## config.mk

```make
export PLATFORM = sky130hd
export DESIGN_NAME = merge_sort_ctrl
export DESIGN_NICKNAME = d
export VERILOG_FILES = /design/src/rtl/sorter_pkg.sv /design/src/rtl/sorter_pass_counter.sv /design/src/rtl/merge_sort_ctrl.sv
export SDC_FILE = /design/constraint.sdc
export NUM_CORES = 1
export LEC_CHECK = 0
export BUFFER_PORTS_ARGS = -buffer_cell sky130_fd_sc_hd__buf_2
export CAP_MARGIN = 20
export CORE_MARGIN = 5
export CORE_UTILIZATION = 56
export DETAILED_ROUTE_END_ITERATION = 10
export PLACE_DENSITY = 0.91
export SYNTH_ARGS = -nofsm -noshare
export SYNTH_HDL_FRONTEND = slang
export SYNTH_SLANG_ARGS = --single-unit
export TNS_END_PERCENT = 30
```

## constraint.sdc

```tcl
create_clock -name clk -period 3.5 [get_ports clk]
set_input_delay 0 -clock clk [delete_from_list [all_inputs] [get_ports clk]]
set_output_delay 0 -clock clk [all_outputs]
set_load 0.02 [all_outputs]
```

## src/rtl/sorter_pkg.sv

```systemverilog
// sorter_pkg: shared mode/load-code constants, FSM encoding and frame-size helper for the merge sorter control.
package sorter_pkg;
  localparam logic [1:0] MODE_QPSK   = 2'd0;
  localparam logic [1:0] MODE_QAM16  = 2'd1;
  localparam logic [1:0] MODE_QAM64  = 2'd2;
  localparam logic [1:0] MODE_QAM256 = 2'd3;
  localparam logic [1:0] LOAD_IDLE = 2'd0;
  localparam logic [1:0] LOAD_A    = 2'd1;
  localparam logic [1:0] LOAD_B    = 2'd2;
  typedef enum logic [1:0] {S_IDLE, S_RUN, S_DONE} state_t;
  function automatic int k_of_mode(input int m, input int max_log2);
    return (2 * (m + 1) > max_log2) ? max_log2 : 2 * (m + 1);
  endfunction
endpackage

```

## src/rtl/sorter_pass_counter.sv

```systemverilog
// sorter_pass_counter: element/pass counter for one frame of 2^k elements over k passes, with a registered last flag.
module sorter_pass_counter #(
  parameter int MAX_LOG2 = 8,
  parameter int PASS_W   = 4
) (
  input  logic                clk,
  input  logic                rst,
  input  logic                clr,
  input  logic                latch,
  input  logic                en,
  input  logic [PASS_W-1:0]   k_in,
  output logic [MAX_LOG2-1:0] elem,
  output logic [MAX_LOG2-1:0] elem_nx,
  output logic [PASS_W-1:0]   pass,
  output logic [PASS_W-1:0]   pass_nx,
  output logic [PASS_W-1:0]   k,
  output logic                last
);
  logic [MAX_LOG2-1:0] mask;
  logic wrap;
  always_comb begin
    mask    = MAX_LOG2'((33'd1 << k) - 33'd1);
    wrap    = elem == mask;
    elem_nx = wrap ? '0 : elem + MAX_LOG2'(1);
    pass_nx = wrap ? pass + PASS_W'(1) : pass;
  end
  always_ff @(posedge clk) begin
    if (rst) begin
      elem <= '0;
      pass <= '0;
      k    <= '0;
      last <= 1'b0;
    end else begin
      if (latch) k <= k_in;
      if (clr) begin
        elem <= '0;
        pass <= '0;
        last <= 1'b0;
      end else if (en) begin
        elem <= elem_nx;
        pass <= pass_nx;
        last <= (pass_nx == k - PASS_W'(1)) && (elem_nx == mask);
      end
    end
  end
endmodule

```

## src/rtl/merge_sort_ctrl.sv

```systemverilog
// merge_sort_ctrl: sequences every merge pass of one frame, driving list-select, pass and element indices to the sorter.
module merge_sort_ctrl
  import sorter_pkg::*;
#(
  parameter int MAX_LOG2 = 8,
  parameter int PASS_W   = 4,
  parameter int MODE_W   = 2
) (
  input  logic                clk,
  input  logic                rst,
  input  logic [MODE_W-1:0]   M,
  input  logic                start,
  input  logic                hold,
  output logic                busy,
  output logic                done,
  output logic [1:0]          load,
  output logic [PASS_W-1:0]   pass,
  output logic [MAX_LOG2-1:0] elem,
  output logic                last_elem,
  output logic [PASS_W-1:0]   frame_log2
);
  state_t state, state_nx;
  logic busy_nx, done_nx, clr, latch, en, sel_b;
  logic [1:0] load_nx;
  logic [MAX_LOG2-1:0] elem_nx;
  logic [PASS_W-1:0] pass_nx, k_in;
  sorter_pass_counter #(.MAX_LOG2(MAX_LOG2), .PASS_W(PASS_W)) u_cnt (
    .clk(clk), .rst(rst), .clr(clr), .latch(latch), .en(en), .k_in(k_in),
    .elem(elem), .elem_nx(elem_nx), .pass(pass), .pass_nx(pass_nx),
    .k(frame_log2), .last(last_elem)
  );
  assign k_in  = PASS_W'(k_of_mode(int'(M), MAX_LOG2));
  assign sel_b = |(elem_nx & (MAX_LOG2'(1) << pass_nx));
  // load is registered, so it is derived from the element the counter is about to show
  always_comb begin
    state_nx = state;
    busy_nx  = 1'b0;
    done_nx  = 1'b0;
    load_nx  = LOAD_IDLE;
    clr      = 1'b0;
    latch    = 1'b0;
    en       = 1'b0;
    case (state)
      S_RUN: begin
        busy_nx = 1'b1;
        if (!hold && last_elem) begin
          state_nx = S_DONE;
          busy_nx  = 1'b0;
          done_nx  = 1'b1;
          clr      = 1'b1;
        end else if (!hold) begin
          en      = 1'b1;
          load_nx = sel_b ? LOAD_B : LOAD_A;
        end
      end
      default: begin
        state_nx = start ? S_RUN : S_IDLE;
        busy_nx  = start;
        latch    = start;
        clr      = start;
        load_nx  = start ? LOAD_A : LOAD_IDLE;
      end
    endcase
  end
  always_ff @(posedge clk) begin
    if (rst) begin
      state <= S_IDLE;
      busy  <= 1'b0;
      done  <= 1'b0;
      load  <= LOAD_IDLE;
    end else begin
      state <= state_nx;
      busy  <= busy_nx;
      done  <= done_nx;
      load  <= load_nx;
    end
  end
endmodule
```

# Word level (Yosys, flattened, before mapping)
# Cells that the tools add are included.
[op_classes] add_sub_neg=5 order_cmp=1 n_eq_ne=5 n_shift=2 muxes=18 bitwise=2 n_reduce_logical=6
[ops] operator="> comparator 32 x 5 -> 1 bit (second input constant)" n=1
[ops] operator="equality test 8 bit" n=2
[ops] operator="<< shifter 1 x 4 -> 8 bit (first input constant)" n=2
[ops] operator="two-way mux 2 bit" n=6
[ops] operator="two-way mux 1 bit" n=9
[ops] operator="adder 8 x 1 -> 8 bit (second input constant)" n=1
[ops] operator="bitwise AND 8 bit" n=1
[ops] operator="two-way mux 4 bit" n=2
[ops] operator="two-way mux 8 bit" n=1
[ops] operator="OR reduction 8 bit" n=1
[ops] operator="subtractor 8 x 1 -> 8 bit (second input constant)" n=1
[ops] operator="adder 4 x 1 -> 4 bit (second input constant)" n=1
[ops] operator="equality test 4 bit" n=1
[ops] operator="OR reduction 2 bit" n=2
[ops] operator="subtractor 4 x 1 -> 4 bit (second input constant)" n=1
[ops] operator="adder 2 x 1 -> 3 bit (second input constant)" n=1
[ops] operator="equality test 2 x 1 -> 1 bit (second input constant)" n=1
[ops] operator="logical AND 1 bit" n=2
[ops] operator="inequality test 2 bit (second input constant)" n=1
[ops] operator="logical NOT 1 bit" n=1
[ops] operator="inverter 1 bit" n=1
[totals] register_bits=23 inputBits=6 output_inout_bits=21 wordCells=47

# Depth between registers and ports, before layout
[depth] ltp_word=11 depth_mapped=13 mapped_depth_nobuf=11

# Hierarchy
# A second synthesis with hierarchy kept.
[unflattened] cells_unflattened=224 hier_area_um2=1879.3
[modules_own_cells] module="sorter_pass_counter" instances=1 cells_per_inst=189 area_each_um2=1530.2 seq_area_each_um2=340.3
[modules_own_cells] module="merge_sort_ctrl" instances=1 cells_per_inst=35 area_each_um2=349.1 seq_area_each_um2=120.1

# Worst setup path after synthesis
# No wires, ideal clock.
[synth_path] path_kind="flip-flop to flip-flop" from="register u_cnt.k[1]" to="register u_cnt.last" setup_time_ns=0.059 arrival_time_ns=3.022 required_time_ns=3.441 path_slack_ns=0.419 path_stages_with_launch=13 path_buffers=1 synth_period_minus_slack_ns=3.081 path_cell_list="dfxtp_1 inv_1 ha_1 nand2b_1 ha_1 clkbuf_1 xnor2_1 nand3_1 a221oi_2 nand2_2 or4_1 a21oi_1 a31o_1"
[synth_between] elab_chain_cells=6 elab_cells_between_ends=9 cone_classes="add/sub (2); eq/ne (3); shift (1); mux (2); reduce/logical (1)"
[synth_rtl] element="start: declaration" line="sorter_pass_counter.sv:16" source="output logic [PASS_W-1:0] k,"
[synth_rtl] element="start signal: assignment" line="sorter_pass_counter.sv:34" source="if (latch) k <= k_in;"
[synth_rtl] element="<< shifter 1 x 4 -> 8 bit" line="sorter_pass_counter.sv:22" source="mask = MAX_LOG2'((33'd1 << k) - 33'd1);"
[synth_rtl] element="subtractor 8 x 1 -> 8 bit" line="sorter_pass_counter.sv:22"
[synth_rtl] element="equality test 8 bit" line="sorter_pass_counter.sv:23" source="wrap = elem == mask;"
[synth_rtl] element="two-way mux 8 bit or two-way mux 4 bit (tied branches)" line="sorter_pass_counter.sv:24, sorter_pass_counter.sv:25"
[synth_rtl] element="equality test 8 bit or equality test 4 bit (tied branches)" line="sorter_pass_counter.sv:42" source="last <= (pass_nx == k - PASS_W'(1)) && (elem_nx == mask);"
[synth_rtl] element="logical AND 1 bit (*)" line="sorter_pass_counter.sv:42"
[synth_rtl] element="end signal: assignment" line="sorter_pass_counter.sv:42"
[synth_rtl] element="end: declaration" line="sorter_pass_counter.sv:17" source="output logic last"
# Every way passes the cells marked *; elsewhere a longest branch is shown, timed or not.
# A chain may end at the register's enable or synchronous reset.

# Worst setup path in the final report
# Ends and elaborated chain as after synthesis.

==> impl_summary.log <==
INFO  metric syn-mean-instance-area = just under 8 um^2
INFO  metric final_net_count = roughly 250
INFO  metric largest_delay_share_family_worst_path = simple AND/OR/NAND/NOR gates
INFO  metric worst_path_max_delay_cell = sky130_fd_sc_hd__or4_1
INFO  metric netlist_instances = around 210
INFO  metric dp.final_hpwl = between 2 and 3 mm
INFO  metric pre_cts_slack = about 0.35 ns
INFO  metric clock_path_buffers = 2
INFO  metric final_layout_fill_cell_count = 238
INFO  metric timing_max_transition_violations_final = 0
INFO  metric chip_width = approximately 64 um
INFO  metric finalWorstSetupSlack = 0.376 ns
INFO  metric critical_path_endpoint_category = flip-flop
INFO  metric global_route_wire_length_before_repair = 7.07 mm
INFO  metric tns = 0 ns
INFO  metric synth_async_sr_flop_share = 0%
INFO  metric clkTransAtPathRegs = between 0.1 and 0.15 ns
INFO  metric vias = about 1600
INFO  metric crit_fanout = 11
INFO  metric pin_count_of_the_biggest_net_entering_global_routing = 15
INFO  metric max_freq = 320 MHz
INFO  metric first_pass_iters = 5
INFO  metric core-area = approximately 2800 um^2
INFO  metric dieArea = 4090 um^2
INFO  metric route.detailed.drc = 0
INFO  metric placement.io_buffers = 25
INFO  metric yosysUniqueCellTypes = 43
INFO  metric finish.instance_area = roughly 1800 um^2
INFO  metric vias_per_cell = 6.08
INFO  metric pwr_density_cell = 335 nW/um^2
INFO  metric cell_internal_pwr = 429 uW
INFO  metric postRouteWirelength = 3.98 mm
INFO  metric worst_pin_slew = 1.01 ns
INFO  metric power_frac_seq = 43.0%
INFO  metric synth_seq_cells = 22
INFO  metric cts.root.buffer_cell = sky130_fd_sc_hd__clkbuf_4
INFO  metric routed_wire_length_per_instance = 15.3 um
INFO  metric clock_tree_from_tritoncts = yes
INFO  metric seqCellArea = 440 um^2
INFO  metric detail-route-antenna-nets = 0
INFO  metric cts-buffers-inserted = 3
INFO  metric htree_levels = 1
INFO  metric number_of_buffers_and_inverters_on_the_critical_path = 1
INFO  metric top_level_ports = 27
INFO  metric finalPower = 611 uW
INFO  metric power_frac_comb = 24.3%
INFO  metric timing.max_cap.violations = 0
INFO  metric layout-drive-gt1-share = 14.8%
INFO  metric drt_iter0_drc = approximately 120
INFO  metric grt.overflow.total = 0
INFO  metric area_delta_synth_final = 12.1%
INFO  metric number_of_antenna_violations_at_the_first_check_in_global_routing = 0
INFO  metric path_class = flip-flop to flip-flop
INFO  metric post-route-period-util = 89.3%
INFO  metric grt_setup_unrepaired = false
INFO  metric p_switching = 182 uW
INFO  metric die_height = 63.9 um
INFO  metric detailed_place.area = 1730 um^2
INFO  metric status = finished, final reports clean
INFO  metric power.switching_fraction = between 20% and 30%
INFO  metric final_core_utilization = 65.6%
INFO  metric min_path_type = input pin to flip-flop
INFO  metric multiInputGateArea = 1110 um^2
INFO  metric first_global_vias = roughly 1500
INFO  metric critical_path_arrival = 3.39 ns
INFO  metric initial_utilization = between 50% and 60%
INFO  metric crit_chain = inv_1 -> ha_1 -> nand2b_1 -> ha_2 -> xnor2_1 -> nand3_1 -> a221oi_2 -> nand2_2 -> or4_1 -> a21oi_1 -> a31o_1
INFO  metric worst_vdd_drop = between 0.4 and 0.5 mV
INFO  metric synth_edf_count = 0
INFO  metric setup_viol = 0
INFO  metric post_synth_instance_area = 1630 um^2
INFO  metric grt_util_all_layers = 20.8%
INFO  metric clock_insertion_delay_worst_skew = 0.32 ns
INFO  metric finClkSkew = 0.00664 ns
INFO  metric clkSinkCount = 22
INFO  metric synth_sequential_area_ratio = 27.0%
INFO  metric period_minus_slack = 3.12 ns
INFO  metric power.static_leakage = 0.757 nW
INFO  metric timing_hold_violations_final = 0
INFO  metric row_count = 19
INFO  metric synth.yosys.warnings = 0
INFO  metric p_clk_share = 32.7%
INFO  metric routabilityCongestion = 0.905
INFO  metric syn-num-nets = 227
INFO  metric cts.repair_timing.setup_buffer_count = 0
INFO  metric slew_headroom = 31.8%
INFO  metric worst_setup_path_start_kind = flip-flop
INFO  metric yosys_most_used_dff = sky130_fd_sc_hd__dfxtp_1
INFO  metric cp_slowest_stage_delay = 0.50 ns
INFO  metric required = 3.77 ns
INFO  metric ant_cells = 0
layout make-up:
class | instances | area share [%]
Inverter | 5 | 1.03
Multi-Input combinational cell | 170 | 60.8
Clock buffer | 3 | 1.23
Tap cell | 31 | 2.12
Sequential cell | 22 | 24.1
Timing Repair Buffer | 29 | 9.05
Clock inverter | 1 | 1.64
power groups by stage:
stage / Combinational (mW) / Clock, mW / Sequential, mW
6_report: 0.149 / 0.200 / 0.263
5_1_grt: 0.166 / 0.218 / 0.264
4_1_cts: 0.145 / 0.202 / 0.263
3_5_place_dp: 0.141 / 0 / 0.268
3_3_place_gp: 0.137 / 0 / 0.268
2_1_floorplan: 0.109 / 0 / 0.271
synthesized netlist by cell type (2+ instances only):
library cell	n	area, um^2
sky130_fd_sc_hd__o211ai_1	5	37.5
sky130_fd_sc_hd__a221oi_2	2	30.0
sky130_fd_sc_hd__mux2i_1	3	30.0
sky130_fd_sc_hd__or3_1	3	18.8
sky130_fd_sc_hd__nand3_1	14	70.1
sky130_fd_sc_hd__dfxtp_1	22	440
sky130_fd_sc_hd__nor4_1	3	18.8
sky130_fd_sc_hd__nand2b_1	5	31.3
sky130_fd_sc_hd__or4_1	3	22.5
sky130_fd_sc_hd__buf_2	2	10.0
sky130_fd_sc_hd__xor2_1	6	52.6
sky130_fd_sc_hd__nor3_1	8	40.0
sky130_fd_sc_hd__clkbuf_1	11	41.3
sky130_fd_sc_hd__and2_1	4	25.0
sky130_fd_sc_hd__nor2b_1	9	56.3
sky130_fd_sc_hd__xnor2_1	13	114
sky130_fd_sc_hd__nand2_1	18	67.6
sky130_fd_sc_hd__a22oi_1	2	15.0
sky130_fd_sc_hd__a21oi_1	14	70.1
sky130_fd_sc_hd__nor2_1	14	52.6
sky130_fd_sc_hd__ha_1	9	113
sky130_fd_sc_hd__nand3b_1	2	15.0
sky130_fd_sc_hd__inv_1	5	18.8
sky130_fd_sc_hd__o21bai_1	2	15.0
sky130_fd_sc_hd__and3_1	5	31.3
sky130_fd_sc_hd__o31ai_1	3	22.5
sky130_fd_sc_hd__a211oi_1	3	22.5
sky130_fd_sc_hd__o21ai_0	7	35.0
registers in the layout, summed over array words and instances (netlist names):
register and flops:
u_cnt.last 1, u_cnt.k 3, busy 1, u_cnt.elem 8, state 2, load 2
u_cnt.pass 4, done 1
layer usage:
layer / routed length (um) / vias up / GRT usage [%]
met4: 93 / 0 / 7.27
li1: - / 787 / -
met2: 1990 / 54 / 35.3
met1: 1670 / 737 / 26.8
met3: 226 / 9 / 2.80
met5: 0 / - / 0
per-stage QoR:
step                std cells  hold WS, ns
global route              261       0.0285
floorplan                 212        0.160
finish                    261       0.0297
global placement          253        0.276
CTS                       261       0.0158
detailed placement        253        0.279
placed cells by master, fill, tap and decap left out, types with 5 or more instances in the layout:
master and n:
sky130_fd_sc_hd__a21oi_1 14, sky130_fd_sc_hd__and3_1 5, sky130_fd_sc_hd__buf_2 25, sky130_fd_sc_hd__dfxtp_1 22, sky130_fd_sc_hd__ha_1 8, sky130_fd_sc_hd__inv_1 5
sky130_fd_sc_hd__nand2_1 18, sky130_fd_sc_hd__nand2b_1 5, sky130_fd_sc_hd__nand3_1 14, sky130_fd_sc_hd__nor2_1 14, sky130_fd_sc_hd__nor2b_1 9, sky130_fd_sc_hd__nor3_1 8
sky130_fd_sc_hd__o211ai_1 5, sky130_fd_sc_hd__o21ai_0 7, sky130_fd_sc_hd__xnor2_1 13, sky130_fd_sc_hd__xor2_1 6
worst min-delay path, stage by stage:
cell and delay [ns]:
sky130_fd_sc_hd__buf_2 0.10, sky130_fd_sc_hd__nor3b_1 0.08, sky130_fd_sc_hd__nor2b_1 0.13
cells by family (layout without fill, tap and decap cells):
group | after synthesis | count (layout) | synth area share (%)
DFF | 22 | 22 | 27.0
buffers and inverters | 20 | 38 | 4.99
AOI/OAI and AO/OA | 43 | 43 | 17.7
and+or+nand+nor | 94 | 94 | 30.4
adders and majority gates | 9 | 9 | 6.91
xor gates and xnor gates | 19 | 19 | 10.2
other | 1 | 1 | 0.230
muxes | 4 | 4 | 2.53
what timing repair did:
action,4_1_cts,5_1_grt
hold buffers,4,0
endpoints found under the hold margin,8,0
endpoints found under the setup margin,0,1
resized for setup,0,1
final timing paths:
check	startpoint	to	slack, ns	depth (start not counted)
min reg2reg	u_cnt.pass[3]	load[1]	0.57	1
max reg2reg	u_cnt.k[1]	u_cnt.last	0.38	11
max	u_cnt.k[1]	u_cnt.last	0.38	11
min	hold	done	0.03	3
(Power assumes the default switching activity.)
